$ cat src/rtl/mc_ctrl_fsm.sv
// Multi-cycle MIPS-subset control sequencer: FETCH/DECODE/EXECUTE/MEM/WB over one handshaked memory port.
// Optional retired-instruction counter (InstrCount port) enabled by defining MC_PERF_COUNT_EN.
module mc_ctrl_fsm #(
  parameter int OPW  = 6,
  parameter int AOPW = 4,
  parameter int CNTW = 32
) (
  input  logic            CLK,
  input  logic            Reset_L,
  input  logic [OPW-1:0]  Opcode,
  input  logic            Zero,
  input  logic            MemAck,
  output logic            MemReq,
  output logic            MemRead,
  output logic            MemWrite,
  output logic            IorD,
  output logic            IRWrite,
  output logic            PCWrite,
  output logic [1:0]      PCSrc,
  output logic            ALUSrcA,
  output logic [1:0]      ALUSrcB,
  output logic [AOPW-1:0] ALUop,
  output logic            RegDst,
  output logic            MemToReg,
  output logic            RegWrite,
`ifdef MC_PERF_COUNT_EN
  output logic [CNTW-1:0] InstrCount,
`endif
  output logic            Illegal
);

  typedef enum logic [3:0] {
    S_FETCH   = 4'd0,
    S_DECODE  = 4'd1,
    S_EXEC_R  = 4'd2,
    S_EXEC_I  = 4'd3,
    S_WB_R    = 4'd4,
    S_WB_I    = 4'd5,
    S_MEMADDR = 4'd6,
    S_MEMRD   = 4'd7,
    S_WB_MEM  = 4'd8,
    S_MEMWR   = 4'd9,
    S_BRANCH  = 4'd10,
    S_JUMP    = 4'd11,
    S_TRAP    = 4'd12
  } state_t;

  localparam logic [OPW-1:0] OP_RTYPE = 6'b000000;
  localparam logic [OPW-1:0] OP_LW    = 6'b100011;
  localparam logic [OPW-1:0] OP_SW    = 6'b101011;
  localparam logic [OPW-1:0] OP_BEQ   = 6'b000100;
  localparam logic [OPW-1:0] OP_J     = 6'b000010;
  localparam logic [OPW-1:0] OP_ADDI  = 6'b001000;
  localparam logic [OPW-1:0] OP_ANDI  = 6'b001100;
  localparam logic [OPW-1:0] OP_ORI   = 6'b001101;
  localparam logic [OPW-1:0] OP_SLTI  = 6'b001010;

  localparam logic [AOPW-1:0] ALU_ADD  = 4'b0010;
  localparam logic [AOPW-1:0] ALU_SUB  = 4'b0110;
  localparam logic [AOPW-1:0] ALU_AND  = 4'b0000;
  localparam logic [AOPW-1:0] ALU_OR   = 4'b0001;
  localparam logic [AOPW-1:0] ALU_SLT  = 4'b0111;
  localparam logic [AOPW-1:0] ALU_RTYP = 4'b1111;

  state_t state, next_state;
  logic   illegal_q;

  always_ff @(posedge CLK or negedge Reset_L) begin
    if (!Reset_L) begin
      state     <= S_FETCH;
      illegal_q <= 1'b0;
    end else begin
      state <= next_state;
      if (next_state == S_TRAP) illegal_q <= 1'b1;
    end
  end

  assign Illegal = illegal_q;

  // Decode is gated by Reset_L so every strobe is low while reset is held,
  // even though the reset state (FETCH) would otherwise request memory.
  always_comb begin
    next_state = state;
    MemReq     = 1'b0;
    MemRead    = 1'b0;
    MemWrite   = 1'b0;
    IorD       = 1'b0;
    IRWrite    = 1'b0;
    PCWrite    = 1'b0;
    PCSrc      = 2'b00;
    ALUSrcA    = 1'b0;
    ALUSrcB    = 2'b00;
    ALUop      = ALU_ADD;
    RegDst     = 1'b0;
    MemToReg   = 1'b0;
    RegWrite   = 1'b0;
    if (Reset_L) begin
      unique case (state)
        S_FETCH: begin
          MemReq  = 1'b1;
          MemRead = 1'b1;
          ALUSrcB = 2'b01;
          if (MemAck) begin
            IRWrite    = 1'b1;
            PCWrite    = 1'b1;
            next_state = S_DECODE;
          end
        end
        S_DECODE: begin
          ALUSrcB = 2'b11;
          unique case (Opcode)
            OP_RTYPE:                          next_state = S_EXEC_R;
            OP_LW, OP_SW:                      next_state = S_MEMADDR;
            OP_BEQ:                            next_state = S_BRANCH;
            OP_J:                              next_state = S_JUMP;
            OP_ADDI, OP_ANDI, OP_ORI, OP_SLTI: next_state = S_EXEC_I;
            default:                           next_state = S_TRAP;
          endcase
        end
        S_EXEC_R: begin
          ALUSrcA    = 1'b1;
          ALUop      = ALU_RTYP;
          next_state = S_WB_R;
        end
        S_EXEC_I: begin
          ALUSrcA = 1'b1;
          ALUSrcB = 2'b10;
          unique case (Opcode)
            OP_ANDI: ALUop = ALU_AND;
            OP_ORI:  ALUop = ALU_OR;
            OP_SLTI: ALUop = ALU_SLT;
            default: ALUop = ALU_ADD;
          endcase
          next_state = S_WB_I;
        end
        S_WB_R: begin
          RegWrite   = 1'b1;
          RegDst     = 1'b1;
          next_state = S_FETCH;
        end
        S_WB_I: begin
          RegWrite   = 1'b1;
          next_state = S_FETCH;
        end
        S_MEMADDR: begin
          ALUSrcA    = 1'b1;
          ALUSrcB    = 2'b10;
          next_state = (Opcode == OP_SW) ? S_MEMWR : S_MEMRD;
        end
        S_MEMRD: begin
          MemReq  = 1'b1;
          MemRead = 1'b1;
          IorD    = 1'b1;
          if (MemAck) next_state = S_WB_MEM;
        end
        S_WB_MEM: begin
          RegWrite   = 1'b1;
          MemToReg   = 1'b1;
          next_state = S_FETCH;
        end
        S_MEMWR: begin
          MemReq   = 1'b1;
          MemWrite = 1'b1;
          IorD     = 1'b1;
          if (MemAck) next_state = S_FETCH;
        end
        S_BRANCH: begin
          ALUSrcA    = 1'b1;
          ALUop      = ALU_SUB;
          PCSrc      = 2'b01;
          PCWrite    = Zero;
          next_state = S_FETCH;
        end
        S_JUMP: begin
          PCSrc      = 2'b10;
          PCWrite    = 1'b1;
          next_state = S_FETCH;
        end
        S_TRAP:  next_state = S_TRAP;
        default: next_state = S_FETCH;
      endcase
    end
  end

`ifdef MC_PERF_COUNT_EN
  logic retire;

  always_comb begin
    retire = 1'b0;
    if (next_state == S_FETCH) begin
      unique case (state)
        S_WB_R, S_WB_I, S_WB_MEM, S_MEMWR, S_BRANCH, S_JUMP: retire = 1'b1;
        default: retire = 1'b0;
      endcase
    end
  end

  always_ff @(posedge CLK or negedge Reset_L) begin
    if (!Reset_L)    InstrCount <= '0;
    else if (retire) InstrCount <= InstrCount + 1'b1;
  end
`endif

endmodule
$ cat config.mk
export PLATFORM = sky130hd
export DESIGN_NAME = mc_ctrl_fsm
export DESIGN_NICKNAME = d
export VERILOG_FILES = /design/src/rtl/mc_ctrl_fsm.sv
export SDC_FILE = /design/constraint.sdc
export NUM_CORES = 1
export LEC_CHECK = 0
export CORE_MARGIN = 1
export CORE_UTILIZATION = 45
export DETAILED_ROUTE_END_ITERATION = 12
export HOLD_SLACK_MARGIN = 0.15
export PLACE_DENSITY = 0.8
export SLEW_MARGIN = 25
export SYNTH_ARGS = -nofsm -noshare
export SYNTH_HDL_FRONTEND = slang
export SYNTH_SLANG_ARGS = --single-unit
$ cat constraint.sdc
create_clock -name CLK -period 2.1 [get_ports CLK]
set_clock_uncertainty 0.1 [all_clocks]
set_input_delay 0.21 -clock CLK [delete_from_list [all_inputs] [get_ports CLK]]
set_output_delay 0.21 -clock CLK [all_outputs]
set_load 0.02 [all_outputs]
==> results.md <==
- Final Critical Period: 2.00 ns
- Switching fraction of total power: 46.4%
- Status: finished clean
- GR Util All Layers: 26.8%
- Core area: 0.00173 mm^2
- Crit path required time: 2.13 ns
- Critical Path Source Type: flip-flop
- Cells after DPL: 189
- Pwr Density: 793 mW/mm^2
- PortBufs: 28
- Hold buffers post-CTS: 0
- Worst hold path type: input port to asynchronous set/reset pin
- Gpl congestion: 0.960
- Final setup viols: 0
- Rows: 15
- CTS tree: built
- Worst Max-Slew Pin Slew: 0.405 ns
- Routed Antenna Nets: 0
- Worst path slowest cell: dfrtp_1
- GRT overflow: 0
- H-tree level count: 1
- Cell taking the most area after synthesis: dfrtp_1
- First drt pass iteration count: 4
- Clock Pin Slew Worst Setup and Hold Paths: 0.04 ns
- Fin. Hold Viols: 0
- Synth area leaders: dfrtp_1 (15%), nand2_1 (6.8%), nor2_1 (6.8%), clkbuf_8 (5.0%), buf_6 (4.1%)
- Commonest cells post-synth: nand2_1 (15), nor2_1 (15), inv_1 (8)
- Drt drc: 0
- Die area: 0.00202 mm^2
- Die Ht: 45.0 um
- Seq pwr share: 17.5%
- GR peak layer: met2
- Sw power: 0.471 mW
- Slew HR: 72.6%
- Critical Path End Type: flip-flop
- CP bufs+invs: 2
- Vias in the first global route: 996
- Final total power: 1.01 mW
- Hold WS: 0.215 ns
- Unrepaired setup endpoints after global routing: false
- Fmax: 501 MHz
- DR WL/cell: 12.7 um
- Placed Area: 0.00127 mm^2
- Crit path max-delay family: compound AO/OA/AOI/OAI gates
- Final number of max-transition violations: 0
- Initial Util: 48.1%
- Data arrival, critical path: 2.03 ns
- Die Span X: 45.0 um
- DR vias: 1,045
- Clock power frac: 10.6%
- Maxcap violations: 0
- Crit-path max FO: 9
- Layout Utilization: 74.1%
- Sink Count: 5
- CP Cell Sequence: buf_4, nor4b_1, a21oi_1, o21ai_1, a211oi_1, buf_4, o41ai_2
- First-pass GRT wire length: 4000 um
- Final net count: 180
- Post-synthesis net count: 125
- Part of the power in combinational logic: 71.9%
- Max incr delay on CP: 0.46 ns
- Post-route cell area: 0.00128 mm^2
- Largest net degree at the start of global routing: 17
- Post-synth EDFFs: 0
- Dpl hpwl: 1940 um
- Top cell type's share of synthesized area: 15.1%
- Cell chosen for the clock root: clkbuf_4
- Register area share after synthesis: 15.1%
- Main synth FF type: dfrtp_1
- Mapped Area: 831 um^2
- Syn Inst Count: 115
- Async SR Flop Fraction: 100%
- Skew-Pair Late Insertion Delay: 0.24 ns
- Yosys cell types: 46
- Avg Cell Area, Syn: 7.22 um^2
- Layout area overhead: 53.9%
- CP most frequent cell: buf_4
- CTS max path bufs: 2
- Crit Path Category: flip-flop to flip-flop
- Layout cells sized above 1: 27.2%
- Leakage: 0.641 nW
- Peak supply drop: 0.000733 V
- Fin crit share: 95.1%
- M3 GR Usage: 2.80%
- Synth warnings: 0
- I/O pin total: 29
- Routing usage on met2: 46.1%
- Global-route met1 utilization: 32.8%
- Total Wirelength: 2470 um
- DRT iter0 DRCs: 29
- Drt via density: 5.39
- Post-route insts no fill: 194
- # diodes: 0
- TritonCTS Buffers: 3
- Synth Register Bits: 5
- Initial antenna violation count: 0
- Int Power: 0.543 mW
-- cells in the final DEF (no fill, tap or decap), types with 2 or more instances in the layout --
master and instances:
clkbuf_4 3, inv_1 8, or3_1 2, a21oi_1 6, o21ai_1 2, nand3_1 4
nand2b_1 5, and3_1 4, a41o_1 2, a31oi_1 3, nor2_1 15, o21ai_0 2
a211oi_1 3, nor3b_1 3, clkdlybuf4s50_1 10, dfrtp_1 4, dlygate4sd2_1 17, nand2_1 15
buf_4 30
-- stage by stage --
stage | setup slack (ns) | setup TNS (ns)
6_report | 0.103 | 0
2_1_floorplan | 0.0951 | 0
4_1_cts | 0.0131 | 0
3_3_place_gp | -0.133 | -0.689
5_1_grt | 0.00260 | 0
3_5_place_dp | -0.171 | -1.14
-- what timing repair did --
action	4_1_cts	5_1_grt
buffers inserted	1	0
cloned	0	0
gates resized for setup	19	3
setup endpoints to repair	19	2
-- worst register-to-register path: stages, from the launching register on --
cell	delay (ns)
dfrtp_1	0.46
buf_4	0.20
nor4b_1	0.42
a21oi_1	0.13
o21ai_1	0.16
a211oi_1	0.09
buf_4	0.14
o41ai_2	0.20
-- cell type report --
class,instances,area (um^2)
Multi-Input combinational cell,93,574
Timing Repair Buffer,59,490
Fill cell,155,448
Tap cell,25,31.3
Inverter,8,30.0
Sequential cell,5,126
Clock buffer,4,26.3
-- power by group through the flow --
| stage | combinational, mW | sequential (mW) | clock [mW] |
|---|---|---|---|
| after floorplan | 0.499 | 0.147 | 0 |
| after global placement | 0.736 | 0.173 | 0 |
| after detailed placement | 0.752 | 0.177 | 0 |
| after CTS | 0.725 | 0.175 | 0.114 |
| after global routing | 0.788 | 0.183 | 0.120 |
| final | 0.729 | 0.177 | 0.108 |
-- kinds of logic after synthesis --
family	after synthesis	synth area share [%]
compound gates	32	28.9
mux	2	2.56
xor+xnor	1	1.05
buf+inv	17	15.8
flops	5	15.1
simple gates	57	35.4
fa+ha+maj	1	1.20
-- final timing paths --
kind,start,endpoint,slack [ns],depth (start not counted)
setup / recovery,state[2],Illegal,0.10,7
hold / removal,Reset_L,state[1],0.22,2
setup reg to reg,state[2],Illegal,0.10,7
hold reg to reg,Illegal,Illegal,0.37,2
max in group asynchronous,Reset_L,state[3],1.51,2
min in group CLK,Illegal,Illegal,0.37,2
-- flip-flops by register name, summed over array words and instances (netlist names) --
name	count
Illegal	1
state	4
-- metal layers --
| metal | share of wire, % | vias to the layer above |
|---|---|---|
| met4 | 1.6 | 0 |
| li1 | - | 524 |
| met2 | 50 | 47 |
| met3 | 6.3 | 6 |
| met5 | 0 | - |
| met1 | 42 | 468 |
No activity file was read; power rests on OpenSTA's default activity.
